`src/rtl/pix_read_arbiter_pkg.sv`:
```
// Image geometry, coordinate types and the raster address helper shared by the
// read arbiter and the star/edge finder datapaths.
package pix_read_arbiter_pkg;

  localparam int IMG_W  = 160;
  localparam int IMG_H  = 120;
  localparam int xSz    = 8;
  localparam int ySz    = 7;
  localparam int addrSz = 15;
  localparam int colSz  = 3;

  localparam logic [colSz-1:0] BLACK_PIX = '0;

  typedef logic [xSz-1:0]    x_t;
  typedef logic [ySz-1:0]    y_t;
  typedef logic [addrSz-1:0] addr_t;
  typedef logic [colSz-1:0]  col_t;

  typedef struct packed {
    x_t x;
    y_t y;
  } coord_t;

  // Row-major address, formed one bit wider than addr_t and then truncated.
  function automatic addr_t pix_addr(input x_t x, input y_t y);
    return addr_t'((addrSz+1)'(y) * (addrSz+1)'(IMG_W) + (addrSz+1)'(x));
  endfunction

endpackage

```
`src/rtl/pix_read_arbiter_rr_arbiter.sv`:
```
// Combinational round-robin picker: the first active request after 'last',
// wrapping modulo N_REQ. The pointer register lives in the parent.
module rr_arbiter #(
  parameter int N_REQ = 3,
  parameter int IW    = (N_REQ > 1) ? $clog2(N_REQ) : 1
) (
  input  logic [N_REQ-1:0] req,
  input  logic [IW-1:0]    last,
  output logic [N_REQ-1:0] gnt,
  output logic [IW-1:0]    gnt_idx
);

  always_comb begin
    logic          w_found;
    logic [IW-1:0] w_cand;
    gnt     = '0;
    gnt_idx = '0;
    w_found = 1'b0;
    w_cand  = '0;
    for (int k = 1; k <= N_REQ; k++) begin
      w_cand = IW'((int'(last) + k) % N_REQ);
      if (!w_found && req[w_cand]) begin
        w_found      = 1'b1;
        gnt[w_cand]  = 1'b1;
        gnt_idx      = w_cand;
      end
    end
  end

endmodule

```
`src/rtl/pix_read_arbiter.sv`:
```
// Shares one synchronous image-RAM read port among N_REQ pixel probes and
// routes each returned pixel back to its requester via a tag pipeline.
module pix_read_arbiter #(
  parameter int N_REQ  = 3,
  parameter int xSz    = pix_read_arbiter_pkg::xSz,
  parameter int ySz    = pix_read_arbiter_pkg::ySz,
  parameter int addrSz = pix_read_arbiter_pkg::addrSz,
  parameter int colSz  = pix_read_arbiter_pkg::colSz,
  parameter int IMG_W  = pix_read_arbiter_pkg::IMG_W,
  parameter int IMG_H  = pix_read_arbiter_pkg::IMG_H,
  parameter int RD_LAT = 1
) (
  input  logic                  clk,
  input  logic                  resetn,
  input  logic [N_REQ-1:0]      req,
  input  logic [N_REQ*xSz-1:0]  x_in,
  input  logic [N_REQ*ySz-1:0]  y_in,
  output logic [N_REQ-1:0]      gnt,
  output logic [addrSz-1:0]     ram_address,
  output logic                  ram_rden,
  input  logic [colSz-1:0]      ram_q,
  output logic [N_REQ-1:0]      rvalid,
  output logic [colSz-1:0]      pix_out,
  output logic                  oob
);

  import pix_read_arbiter_pkg::BLACK_PIX;

  localparam int IW = (N_REQ > 1) ? $clog2(N_REQ) : 1;
  localparam logic [xSz:0] X_LIM = (xSz+1)'(IMG_W);
  localparam logic [ySz:0] Y_LIM = (ySz+1)'(IMG_H);

  logic [IW-1:0]     r_last;
  logic [IW-1:0]     w_gnt_idx;
  logic [N_REQ-1:0]  w_gnt_raw;
  logic [xSz-1:0]    w_x;
  logic [ySz-1:0]    w_y;
  logic [addrSz-1:0] w_addr;
  logic              w_any;
  logic              w_oob;

  logic [N_REQ-1:0]  r_tag_id  [RD_LAT];
  logic              r_tag_oob [RD_LAT];

  rr_arbiter #(
    .N_REQ (N_REQ),
    .IW    (IW)
  ) u_rr_arbiter (
    .req     (req),
    .last    (r_last),
    .gnt     (w_gnt_raw),
    .gnt_idx (w_gnt_idx)
  );

  // Grant-side outputs are combinational, so hold them quiet during reset.
  assign gnt = resetn ? w_gnt_raw : '0;
  assign w_any = |gnt;

  always_comb begin
    w_x = '0;
    w_y = '0;
    for (int i = 0; i < N_REQ; i++) begin
      if (w_gnt_raw[i]) begin
        w_x = x_in[i*xSz +: xSz];
        w_y = y_in[i*ySz +: ySz];
      end
    end
  end

  assign w_oob  = ({1'b0, w_x} >= X_LIM) || ({1'b0, w_y} >= Y_LIM);
  assign w_addr = addrSz'((addrSz+1)'(w_y) * (addrSz+1)'(IMG_W) + (addrSz+1)'(w_x));

  assign ram_rden    = w_any && !w_oob;
  assign ram_address = ram_rden ? w_addr : '0;

  always_ff @(posedge clk or negedge resetn) begin
    if (!resetn) begin
      r_last <= IW'(N_REQ - 1);
    end else if (|w_gnt_raw) begin
      r_last <= w_gnt_idx;
    end
  end

  // Tags travel alongside the RAM read so each pixel finds its owner.
  always_ff @(posedge clk or negedge resetn) begin
    if (!resetn) begin
      for (int s = 0; s < RD_LAT; s++) begin
        r_tag_id[s]  <= '0;
        r_tag_oob[s] <= 1'b0;
      end
    end else begin
      r_tag_id[0]  <= gnt;
      r_tag_oob[0] <= w_any && w_oob;
      for (int s = 1; s < RD_LAT; s++) begin
        r_tag_id[s]  <= r_tag_id[s-1];
        r_tag_oob[s] <= r_tag_oob[s-1];
      end
    end
  end

  assign rvalid  = r_tag_id[RD_LAT-1];
  assign oob     = r_tag_oob[RD_LAT-1];
  assign pix_out = (|rvalid && !oob) ? ram_q : colSz'(BLACK_PIX);

endmodule

```
`config.mk`:
```
export PLATFORM = sky130hd
export DESIGN_NAME = pix_read_arbiter
export DESIGN_NICKNAME = d
export VERILOG_FILES = /design/src/rtl/pix_read_arbiter_pkg.sv /design/src/rtl/pix_read_arbiter_rr_arbiter.sv /design/src/rtl/pix_read_arbiter.sv
export SDC_FILE = /design/constraint.sdc
export NUM_CORES = 1
export LEC_CHECK = 0
export ABC_AREA = 1
export BUFFER_PORTS_ARGS = -buffer_cell sky130_fd_sc_hd__buf_2
export CORE_ASPECT_RATIO = 1.1
export CORE_MARGIN = 2
export CORE_UTILIZATION = 50
export DETAILED_ROUTE_END_ITERATION = 8
export PLACE_DENSITY_LB_ADDON = 0.12
export SLEW_MARGIN = 25
export SYNTH_ARGS = -nofsm -noshare
export SYNTH_HDL_FRONTEND = slang
export SYNTH_SLANG_ARGS = --single-unit
export TNS_END_PERCENT = 1
```
`constraint.sdc`:
```
create_clock -name clk -period 6.7 [get_ports clk]
set_clock_uncertainty 0.2 [all_clocks]
set_input_delay 0.335 -clock clk [delete_from_list [all_inputs] [get_ports clk]]
set_output_delay 0.335 -clock clk [all_outputs]
set_load 0.02 [all_outputs]
```
**After elaboration in Yosys (flattened, before gate mapping)**

Index checks and enable logic that the tools add are counted.
Widths: inputs -> output; s select.

- Flip-flop bits (word level): 6
- Bits of input ports: 53
- Output and inout bits: 26

- Add/sub/neg operators: 4
- Multipliers: 1
- Divide/modulo/power cells: 3
- Order comparisons: 8
- Multiplexer cells: 29
- Bitwise gates (word level): 2
- Reduce and logical (&&, ||, !) cells: 16

Operators with widths:

| cell | number |
|---|---|
| $mod 32x3->32 const B | 3 |
| $mux 8 | 3 |
| $mux 7 | 3 |
| $add 15x8->15 | 1 |
| $mux 15 | 1 |
| $mux 3 | 5 |
| $mul 7x3->10 const B | 1 |
| $lt 2x3->1 const B | 3 |
| $reduce_or 3->1 | 3 |
| $ge 8x8->1 const B | 1 |
| $logic_and 1x1->1 | 8 |
| $mux 1 | 8 |
| $ge 7x7->1 const B | 1 |
| $add 2x2->3 const B | 2 |
| $bmux 1 s2 | 3 |
| $demux 1 s2 | 3 |
| $ge 2x1->1 const B | 3 |
| $mux 2 | 3 |
| $or 3x3->3 | 2 |
| $logic_not 1->1 | 4 |
| $add 2x1->3 const B | 1 |
| $logic_or 1x1->1 | 1 |

**Logic depth before layout (Yosys ltp)**

- Depth after elaboration: 19
- Depth in mapped cells: 29

**Modules after synthesis**

From an unflattened synthesis, not the netlist that was laid out.

- Cells, all modules: 257
- Area, all modules: 1546.5 µm²

By module, submodules not included:

| module | instances | cells each | area each (µm²) | sequential area each (µm²) |
|---|---|---|---|---|
| pix_read_arbiter | 1 | 203 | 1267.5 | 151.4 |
| rr_arbiter | 1 | 54 | 279.0 | 0.0 |

**Worst setup path after synthesis**

No wires, ideal clock.

- Path kind: reg2out
- Start point: reg r_last[1]
- End point: out ram_address[14]
- Arrival: 3791 ps
- Slack: 2374 ps
- Stages on the path, launching flop included: 25
- Path buffers: 0
- Cell sequence: dfstp_2 > inv_1 > ha_1 > o21ai_0 > nand2_1 > nor2_2 > nand3_1 > nand3_1 > inv_1 > nor2_2 > nand2_1 > nand2_1 > o21ai_1 > inv_1 > ha_1 > ha_1 > inv_1 > fa_1 > nor2_1 > nand3_1 > nor2_1 > nand3_1 > nand2_1 > inv_1 > nor2_1

- Cells in the longest elaborated chain, start to end: 19
- Elaborated cells between the ends (all ways): 54

RTL lines:

| element | RTL line | text |
|---|---|---|
| from (decl) | pix_read_arbiter.sv:33 | `logic [IW-1:0] r_last;` |
| from (signal assigned) | pix_read_arbiter.sv:78 | `r_last <= IW'(N_REQ - 1);` |
| from (signal assigned) | pix_read_arbiter.sv:80 | `r_last <= w_gnt_idx;` |
| $add 2x1->3 | pix_read_arbiter_rr_arbiter.sv:21 | `w_cand = IW'((int'(last) + k) % N_REQ);` |
| $mod 32x3->32 | pix_read_arbiter_rr_arbiter.sv:21 |  |
| $lt 2x3->1 (not written as such) (tied with other cells) | pix_read_arbiter_rr_arbiter.sv:24 | `gnt[w_cand] = 1'b1;` |
| $logic_and 1x1->1 (not written as such) or $mux 1 (tied branches) | pix_read_arbiter_rr_arbiter.sv:24, pix_read_arbiter_rr_arbiter.sv:22 |  |
| $mux 1 (on tied branches) | pix_read_arbiter_rr_arbiter.sv:24, pix_read_arbiter_rr_arbiter.sv:22 |  |
| $demux 1 s2 or $logic_not 1->1 (tied branches) | - |  |
| $mux 3 or $logic_and 1x1->1 (tied branches) | pix_read_arbiter_rr_arbiter.sv:22 | `if (!w_found && req[w_cand]) begin` |
| $or 3x3->3 (no source line) or $mux 1 (tied branches) | - |  |
| $mux 3 or $logic_not 1->1 (tied branches) | pix_read_arbiter_rr_arbiter.sv:22 |  |
| $or 3x3->3 (no source line) or $logic_and 1x1->1 (tied branches) | - |  |
| $mux 3 (*) | pix_read_arbiter_rr_arbiter.sv:22 |  |
| parallel branches: the longest is 7 deep, another holds $add 15x8->15 | - |  |
| $mux 15 (*) | pix_read_arbiter.sv:74 | `assign ram_address = ram_rden ? w_addr : '0;` |
| to (decl) | pix_read_arbiter.sv:19 | `output logic [addrSz-1:0] ram_address,` |

Every way passes the cells marked *. The select of a mux whose other input is x is not followed.

**Worst setup path after layout**

- Start point: reg r_last[1]
- End point: out ram_address[13]

Same word-level chain as after synthesis.

==> flow_metrics.py <==
metrics = {
    "placed_design": {
        "gp_congestion": 0.8730,
        "place_hpwl_um": 3271,
        "preCtsSetupSlack_ps": 1860,
        "io_buffers": 78,
    },
    "clocking": {
        "clock_path_buffers": 2,
        "clock-sinks": 6,
        "cts_root_buffer": "clkbuf_4",
        "cts_buffers": 3,
        "clk_latency_ps": 240,
        "hold_buffers": 1,
        "postCtsResizedCells": 0,
        "cts_setup_buffers": 0,
        "path_clk_slew_ps": 50,
        "htreeDepth": 1,
        "cts_tree": "done",
    },
    "critical_path": {
        "path_max_fanout": 8,
        "required_ps": 6160,
        "critPathBufInv": 6,
        "critPathCaptureType": "output pin",
        "cpMostUsedCell": "inv_1",
        "r2r_slack_ps": 3950,
        "cp.arrival_ps": 4550,
        "cp_top_family": "simple AND/OR/NAND/NOR gates",
        "r2r_start": "r_last[1]$_DFFE_PN1P_",
        "crit_slowest_cell": "dfstp_2",
        "r2r_cells": 14,
        "crit_type": "reg2out",
        "max_stage_delay_ps": 550,
        "start_kind": "flip-flop",
        "worstReg2RegEnd": "oob$_DFF_PN0_",
    },
    "floorplanning": {
        "core-area_um2": 3022,
        "rows": 21,
        "die_area_um2": 3579,
        "die_w_um": 57.22,
        "die_h_um": 62.54,
        "initial_core_util": 0.5155,
        "pin_count": 79,
    },
    "sta": {
        "finalCriticalPeriod_ps": 5087,
        "fin_ws_ps": 1613,
        "period_share": 0.7592,
        "tightest_slew_ps": 392.3,
        "slew_headroom": 0.7385,
        "final-setup-viol-count": 0,
        "drv_slew": 0,
        "hold_violations": 0,
        "clock.fmax_ghz": 0.1966,
        "rsz0062_at_grt": "no",
        "finalSetupTns_ps": 0,
    },
    "finish": {
        "final_layout_size_suffix_gt1_frac": 0.3435,
        "syn2layout_area_growth_pct": 26.91,
        "diodes": 0,
        "fin_nets": 402,
    },
    "routing": {
        "wl_met1_um": 1577,
        "wirelength_um": 3829,
        "met2_length_um": 2080,
        "drcViolationCount": 0,
        "dr.pass1.iters": 4,
        "vias_per_cell": 4.917,
        "vias": 1785,
        "drt_iter0_drc": 40,
        "wl_per_cell_um": 10.55,
        "postRouteAntennaNets": 0,
        "highest_layer": "met4",
        "wl_met3_um": 146,
    },
    "grt": {
        "grt_pass1_wl_um": 6555,
        "track_usage": 0.2220,
        "antenna_found_initial": 0,
        "grt_start_max_net_pins": 19,
        "globalRouteOverflowTotal": 0,
        "grt_pass1_vias": 1664,
    },
    "yosys": {
        "syn_area_um2": 1558,
        "synth_ff_type": "dfrtp_1",
        "syn_avg_cell_area_um2": 6.231,
        "yosys.area.top_type_share": 0.1365,
        "syn-num-nets": 322,
        "ys_seq_area_frac": 0.09719,
        "synth_edf_count": 0,
        "synth-seq-cells": 6,
        "syn-instance-count": 250,
        "ys_top_cells_by_count": "nand2_1, inv_1, nor2_1",
        "synthArstFlopShare": 1.000,
        "synthTopCellsByArea": "ha_1, nand2_1, inv_1",
        "synth_top_area_cell": "ha_1",
        "synth.most_common_cell": "nand2_1",
        "ys_warn_count": 0,
        "synth_cell_types": 31,
    },
    "run_status": {
        "outcome": "finished, final reports clean",
    },
    "run": {
        "drv_cap": 0,
    },
    "worst_hold_path": {
        "holdCritPathClass": "in2async",
    },
}
worst max-delay path by stage:
stage	end	cells after the start	slack, ps	startpoint
final	ram_address[13]	25	1610	r_last[1]$_DFFE_PN1P_
after floorplan	ram_address[14]	24	2370	r_last[1]$_DFFE_PN1P_
after CTS	ram_address[13]	25	1590	r_last[1]$_DFFE_PN1P_
after global routing	ram_address[13]	26	1120	r_last[0]$_DFFE_PN0P_
after detailed placement	ram_address[13]	27	1860	r_last[1]$_DFFE_PN1P_
after global placement	ram_address[13]	27	1930	r_last[1]$_DFFE_PN1P_
flip-flops by register name, summed over array words and instances, names as in the netlist:
name    flops
r_last      2
oob         1
rvalid      3
layout by cell type, fill, tap and decap left out, drive strengths merged:
cell and count:
a21o 1, nand3b 1, or2 7, a21oi 23, fa 2, xor2 3
xnor2 3, dfstp 1, clkbuf 4, nor3 1, nand2 61, dlygate4sd3 1
dfrtp 5, inv 43, o21ai 12, nand3 26, a31oi 1, nor2 39
ha 17, buf 78
logic make-up after synthesis:
kind of cell | after synthesis | share of synthesized area
AOI/OAI and AO/OA | 37 | 0.1221
DFF | 6 | 0.09719
and+or+nand+nor | 135 | 0.4474
adders and majority gates | 19 | 0.1622
buffers and inverters | 47 | 0.1374
xor gates and xnor gates | 6 | 0.03374
worst reg2reg max path, cell delays in order, from the launching register on:
cell and delay (ps):
dfstp_2 550, ha_1 290, o21ai_1 230, nand2_2 130, nand3_1 110, nand2_1 60
inv_2 60, nand2_4 120, inv_2 170, nand3_1 80, nand2_1 140, nand2_2 90
nor2_1 150, nand2_2 100, a21oi_1 180
through the flow:
| stage | cell area (µm²) | hold WS [ps] | instances | utilization |
|---|---|---|---|---|
| final | 1977 | 240.7 | 363 | 0.6542 |
| after floorplan | 1558 | -160.6 | 250 | - |
| after global routing | 1977 | 247.6 | 363 | 0.6542 |
| after detailed placement | 1941 | -21.79 | 358 | 0.6422 |
| after global placement | 1941 | -26.16 | 358 | 0.6422 |
| after CTS | 1977 | 237.7 | 363 | 0.6542 |
per-layer routing:
layer  up-vias  global-route usage
li1        948                   -
met1       797              0.2500
met2        36              0.4325
met3         4             0.02277
met4         0             0.05233
met5         -                   0
cell type report:
cell class | instances | area [µm²]
Tap cell | 34 | 42.54
Multi-Input combinational cell | 197 | 1192
Inverter | 43 | 163.9
Timing Repair Buffer | 79 | 400.4
Sequential cell | 6 | 151.4
Clock buffer | 4 | 26.28
Fill cell | 315 | 1045
Power is not shown: default switching activity piles up to over one toggle a cycle in this logic, so the estimate is an artifact.
